<file path="config.mk">
export PLATFORM = sky130hd
export DESIGN_NAME = pipe_ctrl
export DESIGN_NICKNAME = d
export VERILOG_FILES = /design/src/rtl/core_pkg.sv /design/src/rtl/sat_counter.sv /design/src/rtl/pipe_ctrl.sv
export SDC_FILE = /design/constraint.sdc
export NUM_CORES = 1
export LEC_CHECK = 0
export ABC_AREA = 1
export CORE_ASPECT_RATIO = 1.5
export CORE_MARGIN = 2
export CORE_UTILIZATION = 56
export DETAILED_ROUTE_END_ITERATION = 8
export GPL_TIMING_DRIVEN = 1
export PLACE_DENSITY_LB_ADDON = 0.3
export SLEW_MARGIN = 25
export SYNTH_ARGS = -nofsm -noshare
export SYNTH_HDL_FRONTEND = slang
export SYNTH_SLANG_ARGS = --single-unit
</file>
<file path="constraint.sdc">
create_clock -name clk -period 6.8 [get_ports clk]
set_clock_uncertainty 0.05 [all_clocks]
set_input_delay 1.36 -clock clk [delete_from_list [all_inputs] [get_ports clk]]
set_output_delay 1.36 -clock clk [all_outputs]
set_load 0.05 [all_outputs]
</file>
<file path="src/rtl/core_pkg.sv">
`default_nettype none
// ---------------------------------------------------------------
// core_pkg : shared encodings for the five-stage core control path
// Rev 1.0
// ---------------------------------------------------------------
package core_pkg;

  // Action taken by the pipeline controller in a cycle
  localparam logic [1:0] ST_RUN      = 2'd0;
  localparam logic [1:0] ST_STALL    = 2'd1;
  localparam logic [1:0] ST_REDIRECT = 2'd2;
  localparam logic [1:0] ST_FREEZE   = 2'd3;

  // EX operand source select
  localparam logic [1:0] FWD_RF    = 2'd0;
  localparam logic [1:0] FWD_EXMEM = 2'd1;
  localparam logic [1:0] FWD_MEMWB = 2'd2;

endpackage
`default_nettype wire

</file>
<file path="src/rtl/sat_counter.sv">
`default_nettype none
// ---------------------------------------------------------------
// sat_counter : event counter that sticks at its all-ones value
// Rev 1.0
// ---------------------------------------------------------------
module sat_counter #(
  parameter int W = 32
) (
  input  logic         clk,
  input  logic         rst,
  input  logic         inc,
  output logic [W-1:0] count
);

  always_ff @(posedge clk or posedge rst) begin
    if (rst) begin
      count <= '0;
    end else if (inc && (count != {W{1'b1}})) begin
      count <= count + 1'b1;
    end
  end

endmodule
`default_nettype wire

</file>
<file path="src/rtl/pipe_ctrl.sv">
`default_nettype none
// ---------------------------------------------------------------
// pipe_ctrl : stall/flush/freeze control, EX forwarding selects, event counters
// Rev 1.0
// ---------------------------------------------------------------
module pipe_ctrl
  import core_pkg::*;
#(
  parameter int CNT_W = 32,
  parameter int RA_W  = 5
) (
  input  logic             clk,
  input  logic             rst,
  input  logic [RA_W-1:0]  id_rs1,
  input  logic [RA_W-1:0]  id_rs2,
  input  logic             id_use1,
  input  logic             id_use2,
  input  logic [RA_W-1:0]  ex_rd,
  input  logic             ex_wr,
  input  logic             ex_load,
  input  logic [RA_W-1:0]  mem_rd,
  input  logic             mem_wr,
  input  logic             ex_redirect,
  input  logic             dmem_busy,
  output logic             pc_we,
  output logic             ifid_we,
  output logic             ifid_flush,
  output logic             idex_we,
  output logic             idex_flush,
  output logic             exmem_we,
  output logic [1:0]       fwd_a,
  output logic [1:0]       fwd_b,
  output logic [1:0]       state,
  output logic [CNT_W-1:0] cnt_stall,
  output logic [CNT_W-1:0] cnt_flush
);

  logic       lu;
  logic [1:0] act;
  logic [1:0] fwd_a_nxt;
  logic [1:0] fwd_b_nxt;

  // The nearer producer (EX) takes precedence over MEM
  function automatic logic [1:0] fwd_sel(
    input logic [RA_W-1:0] rs,
    input logic [RA_W-1:0] e_rd,
    input logic            e_wr,
    input logic [RA_W-1:0] m_rd,
    input logic            m_wr
  );
    if ((rs != '0) && e_wr && (rs == e_rd)) begin
      return FWD_EXMEM;
    end else if ((rs != '0) && m_wr && (rs == m_rd)) begin
      return FWD_MEMWB;
    end
    return FWD_RF;
  endfunction

  assign lu = ex_load && ex_wr && (ex_rd != '0) &&
              ((id_use1 && (id_rs1 == ex_rd)) || (id_use2 && (id_rs2 == ex_rd)));

  assign fwd_a_nxt = fwd_sel(id_rs1, ex_rd, ex_wr, mem_rd, mem_wr);
  assign fwd_b_nxt = fwd_sel(id_rs2, ex_rd, ex_wr, mem_rd, mem_wr);

  always_comb begin
    if (dmem_busy) begin
      act = ST_FREEZE;
    end else if (ex_redirect) begin
      act = ST_REDIRECT;
    end else if (lu) begin
      act = ST_STALL;
    end else begin
      act = ST_RUN;
    end
  end

  always_comb begin
    pc_we      = 1'b1;
    ifid_we    = 1'b1;
    ifid_flush = 1'b0;
    idex_we    = 1'b1;
    idex_flush = 1'b0;
    exmem_we   = 1'b1;
    case (act)
      ST_FREEZE: begin
        pc_we    = 1'b0;
        ifid_we  = 1'b0;
        idex_we  = 1'b0;
        exmem_we = 1'b0;
      end
      ST_REDIRECT: begin
        ifid_flush = 1'b1;
        idex_flush = 1'b1;
      end
      ST_STALL: begin
        pc_we      = 1'b0;
        ifid_we    = 1'b0;
        idex_flush = 1'b1;
      end
      default: ;
    endcase
  end

  // Selects travel with the ID/EX register: bubbles carry no forwarding
  always_ff @(posedge clk or posedge rst) begin
    if (rst) begin
      state <= ST_RUN;
      fwd_a <= FWD_RF;
      fwd_b <= FWD_RF;
    end else begin
      state <= act;
      case (act)
        ST_RUN: begin
          fwd_a <= fwd_a_nxt;
          fwd_b <= fwd_b_nxt;
        end
        ST_FREEZE: ;
        default: begin
          fwd_a <= FWD_RF;
          fwd_b <= FWD_RF;
        end
      endcase
    end
  end

  sat_counter #(.W(CNT_W)) u_cnt_stall (
    .clk   (clk),
    .rst   (rst),
    .inc   (act == ST_STALL),
    .count (cnt_stall)
  );

  sat_counter #(.W(CNT_W)) u_cnt_flush (
    .clk   (clk),
    .rst   (rst),
    .inc   (act == ST_REDIRECT),
    .count (cnt_flush)
  );

endmodule
`default_nettype wire

</file>
-- Word-level counts from Yosys, hierarchy flattened
Cells that the tools add are included.
- word-level logic and storage cells: 57
- flip-flop bits (word level): 70
- $add $sub $neg: 2
- equality and inequality tests: 9
- reduce and logical (&&, ||, !) cells: 22
- mux-type cells: 19
- operators by type and width (operator ; count):
    adder 32 x 1 -> 32 bit (second input constant) ; 2
    != test 32 bit (second input constant) ; 2
    equality test 5 bit ; 4
    2-to-1 mux 2 bit ; 8
    logical AND 1 bit ; 15
    nonzero test 5 bit ; 3
    2-to-1 mux 1 bit ; 9
    case mux 2 bit (2 select lines) ; 2
    equality test 2 bit (second input constant) ; 2
    OR reduction 2 bit ; 2
    equality test 2 x 1 -> 1 bit (second input constant) ; 1
    zero test 2 bit ; 1
    logical OR 1 bit ; 1

-- Logic depth before layout (Yosys ltp)
Gate-level depths: netlist (run 1).
- word-level depth: 10
- gate-level depth with buffers: 11
- gate-level depth less buffers: 11

-- Hierarchy
From an unflattened synthesis (run 1), not the netlist that was laid out.
- cell total of the unflattened synthesis: 847
- area total of the unflattened synthesis: 5212.5 sq um
- by module, submodules not included (module ; seq. area each (sq um) ; area an instance (sq um) ; instances ; cells an instance):
    sat_counter ; 800.8 ; 2257.2 ; 2 ; 361
    pipe_ctrl ; 150.1 ; 698.2 ; 1 ; 125

-- Worst setup path before layout (run 1)
Ideal clock, no wire load.
- path type: input-to-output
- start point: in dmem_busy
- end point: out idex_flush
- slack: 2.793 ns
- arrival time: 2.597 ns
- required time: 5.390 ns
- cell stages on the path: 2
- path through: clkbuf_2 o21ai_0
- longest elaborated chain between the ends: 4
- elaborated cells between the ends (all ways): 5
- RTL lines (what ; RTL line ; source):
    start, declared ; pipe_ctrl.sv:24 ; input logic dmem_busy,
    2-to-1 mux 2 bit * ; pipe_ctrl.sv:66 ; if (dmem_busy) begin
    equality test 2 x 1 -> 1 bit / equality test 2 bit (equally long branches) ; pipe_ctrl.sv:84 ; case (act)
    OR reduction 2 bit (no line) * ; - ;
    2-to-1 mux 1 bit * ; pipe_ctrl.sv:84 ;
    end, declared ; pipe_ctrl.sv:29 ; output logic idex_flush,
Mark *: on every way between the ends. The rest lies on a longest branch, timed or not.

-- Final worst setup path (run 1)
- start point: in ex_rd[1]
- end point: out idex_flush
- longest elaborated chain between the ends: 10
- elaborated cells between the ends (all ways): 15
- RTL lines (what ; RTL line ; source):
    start, declared ; pipe_ctrl.sv:18 ; input logic [RA_W-1:0] ex_rd,
    equality test 5 bit ; pipe_ctrl.sv:60 ; ((id_use1 && (id_rs1 == ex_rd)) || (id_use2 && (id_rs2 == ex_rd)));
    logical AND 1 bit ; pipe_ctrl.sv:60 ;
    logical OR 1 bit ; pipe_ctrl.sv:60 ;
    logical AND 1 bit * ; pipe_ctrl.sv:59 ; assign lu = ex_load && ex_wr && (ex_rd != '0) &&
    2-to-1 mux 1 bit * ; pipe_ctrl.sv:70 ; end else if (lu) begin
    2-to-1 mux 2 bit * ; pipe_ctrl.sv:68 ; end else if (ex_redirect) begin
    2-to-1 mux 2 bit * ; pipe_ctrl.sv:66 ;
    equality test 2 x 1 -> 1 bit / equality test 2 bit (equally long branches) ; pipe_ctrl.sv:84 ;
    OR reduction 2 bit (no line) * ; - ;
    2-to-1 mux 1 bit * ; pipe_ctrl.sv:84 ;
Marked as above.

==> results of run 1 <==
[worst register-to-register path, delay by kind of cell (launching register included)]
family	cells	cell delay [ps]
adder cells (fa/ha/maj)	1	290
AND/OR/NAND/NOR	8	1450
flip-flops	1	430
[registers in the layout (all words and copies together) (netlist names)]
name / flops
u_cnt_flush.count: 32
u_cnt_stall.count: 32
fwd_a: 2
fwd_b: 2
state: 2
[routing by layer]
layer  vias up  GRT usage (%)
met3        51           6.60
li1       2326              -
met5         -              0
met4         0           19.4
met2       195           58.4
met1      2296           31.6
[worst max-delay path by stage]
stage | startpoint | to | slack [ps] | cells after the start
after floorplan | dmem_busy | idex_flush | 2790 | 2
after global placement | ex_rd[1] | idex_flush | 1890 | 10
after detailed placement | id_rs2[1] | idex_flush | 1810 | 10
after CTS | id_rs2[1] | idex_flush | 1810 | 10
after global routing | id_rs2[3] | idex_flush | 1580 | 10
final | ex_rd[1] | idex_flush | 1810 | 10
[layout by cell type (no fill, tap or decap), types with 3 or more instances in the layout]
cell | netlist | final
clkdlybuf4s50_1 | 0 | 104
nor3_1 | 22 | 22
nor2_1 | 69 | 69
nor2_4 | 3 | 3
inv_1 | 70 | 69
dfrtp_1 | 70 | 70
inv_2 | 2 | 3
o21ai_2 | 8 | 8
o21ai_1 | 4 | 4
o21ai_0 | 12 | 12
xor2_1 | 40 | 40
nand3_2 | 3 | 3
nand2_1 | 283 | 283
nor4_1 | 3 | 3
nand4_1 | 15 | 15
xnor2_1 | 18 | 18
clkbuf_16 | 0 | 9
nand3_1 | 25 | 25
[power by group]
| group | internal (µW) | switching [µW] |
|---|---|---|
| combinational | 97.7 | 191 |
| clock | 341 | 185 |
| sequential | 442 | 37.8 |
[synth_stat cells (all sizes together) (3+ instances only)]
cell type	instances	share of area, %
nor4	3	0.39
buf	12	2.6
xnor2	18	3.3
dfrtp	70	37
nand3	29	3.6
nand2	286	23
nand4	17	2.5
nor2	74	6.4
inv	73	5.8
nor3	25	3.2
xor2	40	7.4
o21ai	24	3.2
[final cells by class]
class	instances	area (µm²)	share of cell area, %
multi-input combinational	526	2590	42.2
sequential	70	1750	28.5
timing repair buffer	105	1050	17.1
inverter	74	280	4.56
clock buffer	11	253	4.11
tap	107	134	2.18
clock inverter	5	81.3	1.32
[cell families (layout without fill, tap and decap cells)]
logic type                 after synthesis  after routing
DFF                                     70             70
buffers and inverters                   87            195
AOI/OAI and AO/OA                       26             26
and+or+nand+nor                        440            440
xor gates and xnor gates                58             58
adders and majority gates                2              2
[through the flow]
step | hold WS (ps) | setup slack [ps] | cells | cell area (µm²)
5_1_grt | 482 | 1580 | 898 | 6140
4_1_cts | 436 | 1810 | 898 | 6140
6_report | 433 | 1810 | 898 | 6140
3_5_place_dp | 422 | 1810 | 882 | 5810
3_3_place_gp | 416 | 1890 | 882 | 5810
2_1_floorplan | 705 | 2790 | 683 | 4750
==> run_results.csv, run 1 <==
group,metric,value,unit
status,outcome,"completed",
worst_setup_path,cp_data_required_time,5390,ps
worst_setup_path,crit_family,"buffers and inverters",
cts,clkLatencyLatePin,340,ps
worst_setup_path,critPathCaptureType,"output port",
grt,grt_first_pass_wirelength,22400,µm
sta,setup_viol,0,
sta,period_share,73.4,%
yosys,synth-simple-area-share,39.8,%
yosys,ys.flop_type,"dfrtp_1",
grt,grt_max_degree,71,
yosys,synth_async_sr_flop_share,100,%
yosys,syn-num-nets,714,
route,dr_wl_met3,640,µm
final_layout,utilization,73.9,%
sta,post-route-min-period,4990,ps
hold_path,hp-class,"flip-flop to flip-flop",
route,wire_per_inst,15.2,µm
cts,cts_hold_buf,0,
grt,overflow,0,
worst_setup_path,worst-setup-path-type,"primary input to output port",
worst_setup_path,cp_max_fo,4,
cts,cts_root_buf,"clkbuf_16",
final_layout,diodes,0,
yosys,synthAdderAreaFrac,0.526,%
power_and_ir_drop,leakagePower,0.00289,µW
route,drc_errors,0,
final_layout,drive_gt1_share,6.07,%
power_and_ir_drop,peakVddDrop,280,µV
route,vias_per_cell,5.42,
yosys,synth.distinct_cells,35,
worst_setup_path,cp_num_buf_inv,3,
route,wl_met2,7490,µm
yosys,postSynthCellCount,683,
yosys,synth_edf_count,0,
final_layout,nets,817,
place,hpwlAfterDp,10100,µm
die,core,8310,µm²
route,first_pass_iters,5,
yosys,yosysSeqAreaShare,36.8,%
worst_setup_path,r2r_slack,4470,ps
yosys,avgSynthCellArea,6.96,µm²
grt,first_global_vias,4845,
sta,tns,0,ps
die,ioPinCount,105,
yosys,synth_xor_area_share,10.7,%
yosys,ys_warn_count,0,
worst_setup_path,critPathMaxStageDelay,830,ps
route,drt-met1-wl,4810,µm
cts,clk_pin_slew,60,ps
grt,track_usage,31.3,%
cts,cts_tree,"yes",
final_layout,nFillCells,692,
sta,worst_slew_pin_slew,897,ps
hold_path,min_from,"fwd_a[1]$_DFFE_PP0P_",
cts,cts.sink_count,70,
place,place.gp.congestion,0.951,
sta,timing.final.hold_violations,0,
job,cap_violations,0,
power_and_ir_drop,power,1290,µW
final_layout,syn2layout_area_growth,29.2,%
worst_setup_path,rr_startpoint,"u_cnt_stall.count[0]$_DFFE_PP0P_",
grt,antenna_found_initial,0,
cts,cts_resized,0,
yosys,netlist_area,4750,µm²
die,start_util,57.2,%
yosys,ys_ff_latch,70,
cts,h-tree-depth,3,
yosys,synth_top_family_by_area,"simple AND/OR/NAND/NOR gates",
power_and_ir_drop,p_per_area,211,nW/µm²
yosys,synth_compound_area_share,3.50,%
route,top_layer,"met4",
worst_setup_path,worstReg2RegEnd,"u_cnt_stall.count[29]$_DFFE_PP0P_",
route,via_count,4868,
yosys,muxShareOfSynthArea,0,%
sta,fmax,0.200,GHz
worst_setup_path,critPathLaunchType,"primary input",
sta,slew_headroom,40.2,%
cts,clk_path_buf_depth,2,
worst_setup_path,crit_chain,"clkdlybuf4s50_1 -> inv_2 -> nand2_1 -> o21ai_1 -> nor2_1 -> nand4_1 -> nand2_1 -> nand3_1 -> o21ai_0 -> clkdlybuf4s50_1",
route,final_antenna_net_count,0,
cts,cts_setup_buffers,0,
worst_setup_path,ff2ff_path_depth,9,
worst_setup_path,cp.arrival,3580,ps
hold_path,min_to,"fwd_a[1]$_DFFE_PP0P_",
die,die_y,117,µm
sta,slew_viol_final,0,
cts,numCtsBuffers,9,
die,rows,41,
die,die_area,9260,µm²
sta,grt_setup_unrepaired,"false",
worst_setup_path,crit_slowest_cell,"clkdlybuf4s50_1",
die,die_x,79.2,µm
place,numPortBuffers,104,
route,drt_first_iter_violations,284,
route,wl,13600,µm
hold_path,hold-path-cell-count,2,
Power figures use the tool's default switching activity.
==> run 2, diff against run 1 <==
- CORE_UTILIZATION: 56 -> 47
- clock period: 6.8 -> 4.1 ns (I/O delays scaled with it)
==> run_results.csv, run 2 (synthesis gave the netlist of run 1 again) <==
group,metric,value,unit
status,outcome,"completed",
route,final_antenna_net_count,0,
route,drc_errors,0,
final_layout,nFillCells,933,
sta,slew_headroom,52.6,%
grt,grt_max_degree,35,
sta,setup_viol,0,
sta,slew_viol_final,0,
final_layout,multi_input_area,2590,µm²
route,first_pass_iters,5,
final_layout,final_cells,911,
power_and_ir_drop,pwr-share-seq,37.6,%
final_layout,top_regs,"u_cnt_flush.count x32, u_cnt_stall.count x32",
power_and_ir_drop,power.share.clock,39.7,%
power_and_ir_drop,peakVddDrop,454,µV
cts,clkLatencyLatePin,330,ps
power_and_ir_drop,p_comb_share,22.7,%
final_layout,drive_gt1_share,6.42,%
hold_path,hold-path-cell-count,2,
final_layout,regArea,1750,µm²
die,die_y,127,µm
place,place.gp.congestion,0.952,
grt,busiest_layer,"met2",
place,numPortBuffers,104,
cts,clk_path_buf_depth,2,
sta,timing.final.hold_violations,0,
grt,overflow,0,
worst_setup_path,cp.arrival,2930,ps
sta,holdWs,424,ps
final_layout,syn2layout_area_growth,29.7,%
die,start_util,47.7,%
sta,tns,0,ps
place,dp.cells,895,
worst_setup_path,crit_family,"buffers and inverters",
cts,numCtsBuffers,9,
grt,use_met3,3.68,%
power_and_ir_drop,p_per_area,344,nW/µm²
sta,post-route-min-period,3800,ps
power_and_ir_drop,leakagePower,0.00290,µW
grt,antenna_found_initial,0,
die,core,9970,µm²
worst_setup_path,cp_data_required_time,3230,ps
grt,first_global_vias,4768,
final_layout,diodes,0,
worst_setup_path,worstReg2RegEnd,"u_cnt_stall.count[8]$_DFFE_PP0P_",
power_and_ir_drop,swShare,31.8,%
sta,period_share,92.7,%
power_and_ir_drop,power,2120,µW
worst_setup_path,crit_chain,"clkdlybuf4s50_1 -> inv_1 -> nand2_1 -> nand2_1 -> nor2_1 -> nand4_1 -> nand2_1 -> nand2_1 -> nand2_1 -> inv_1 -> clkdlybuf4s50_1",
final_layout,layout_common_cells,"283 x nand2_1, 103 x clkdlybuf4s50_1, 70 x dfrtp_1",
grt,grt_first_pass_wirelength,22800,µm
cts,cts_resized,0,
cts,clk_pin_slew,50,ps
power_and_ir_drop,switching_power,675,µW
worst_setup_path,critPathLaunch,"id_rs2[1]",
hold_path,hp-class,"flip-flop to flip-flop",
cts,cts_tree,"yes",
grt,track_usage,26.3,%
worst_setup_path,r2r_slack,1970,ps
hold_path,min_to,"fwd_b[0]$_DFFE_PP0P_",
route,wire_per_inst,15.1,µm
cts,cts_hold_buf,0,
sta,grt_setup_unrepaired,"false",
worst_setup_path,critPathLaunchType,"primary input",
worst_setup_path,ff2ff_path_depth,10,
worst_setup_path,rr_startpoint,"u_cnt_stall.count[0]$_DFFE_PP0P_",
place,hpwlAfterDp,10800,µm
place,postPlaceCellArea,5840,µm²
cts,cts_root_buf,"clkbuf_16",
die,rows,45,
final_layout,final_area,6160,µm²
hold_path,min_from,"fwd_b[0]$_DFFE_PP0P_",
route,drt_first_iter_violations,241,
job,cap_violations,0,
grt,use_met1,28.3,%
worst_setup_path,cp_num_buf_inv,4,
power_and_ir_drop,intPower,1450,µW
final_layout,final_common_cell,"nand2_1",
worst_setup_path,critPathMaxStageDelay,700,ps
route,via_count,4754,
route,wl,13800,µm
die,die_x,86.1,µm
worst_setup_path,critPathCaptureType,"output port",
die,die_area,11000,µm²
sta,worst_slew_pin_slew,710,ps
worst_setup_path,crit_slowest_cell,"clkdlybuf4s50_1",
route,vias_per_cell,5.22,
worst_setup_path,worst-setup-path-type,"primary input to output port",
worst_setup_path,cp_max_fo,3,
grt,met2_usage,47.8,%
sta,fmax,0.263,GHz
cts,cts.sink_count,70,
cts,h-tree-depth,3,
cts,cts_setup_buffers,0,
worst_setup_path,crit_top_cell,"nand2_1",
final_layout,nets,820,
die,ioPinCount,105,
run 2: changes by cell type in the layout (fill, tap and decap cells not counted):
| cell | previous run | this run |
|---|---|---|
| clkinv_4 | 1 | 0 |
| buf_4 | 1 | 5 |
| clkbuf_8 | 2 | 1 |
| clkbuf_1 | 0 | 1 |
| clkdlybuf4s50_1 | 104 | 103 |
| inv_6 | 0 | 1 |
run 2: area by class of cell:
class | instances | share of cell area [%]
clock buffers | 11 | 3.94
clock inverters | 5 | 1.32
inverters | 74 | 4.55
multi-input cells | 526 | 42.1
flip-flops and latches | 70 | 28.4
well taps | 117 | 2.37
repair buffers | 108 | 17.3
run 2: how the worst max path moves through the flow:
stage,depth (start not counted),end,slack [ps]
detailed placement,11,pc_we,320
global placement,11,pc_we,380
CTS,11,pc_we,310
global route,11,pc_we,170
finish,11,pc_we,300
floorplan,2,idex_flush,1170
run 2: routing by layer:
metal  part of all wire (%)  wire length (µm)
met5                      0                 0
met4                    5.8               791
met3                    3.6               501
met2                     54              7440
met1                     37              5020
run 2: tightest hold or removal path: stages, from the launching register on:
cell     delay [ps]
dfrtp_1         330
nand2_1          50
o21ai_0          60
run 2: power by group through the flow:
| stage | clock network (µW) | registers, µW | logic (µW) |
|---|---|---|---|
| after CTS | 863 | 798 | 485 |
| after global routing | 892 | 805 | 516 |
| after global placement | 0 | 807 | 475 |
| after floorplan | 0 | 939 | 169 |
| final | 841 | 798 | 482 |
| after detailed placement | 0 | 808 | 483 |
run 2: per-stage QoR:
stage	worst slack [ps]	util, %
6_report	299	61.9
5_1_grt	166	61.9
4_1_cts	309	61.9
3_5_place_dp	319	58.6
3_3_place_gp	378	58.6
2_1_floorplan	1170	-
==> run 3, diff against run 2 <==
- SLEW_MARGIN: 25 -> 10
==> results of run 3 <==
Final layout, timing and power as in run 2 (identical DEF).
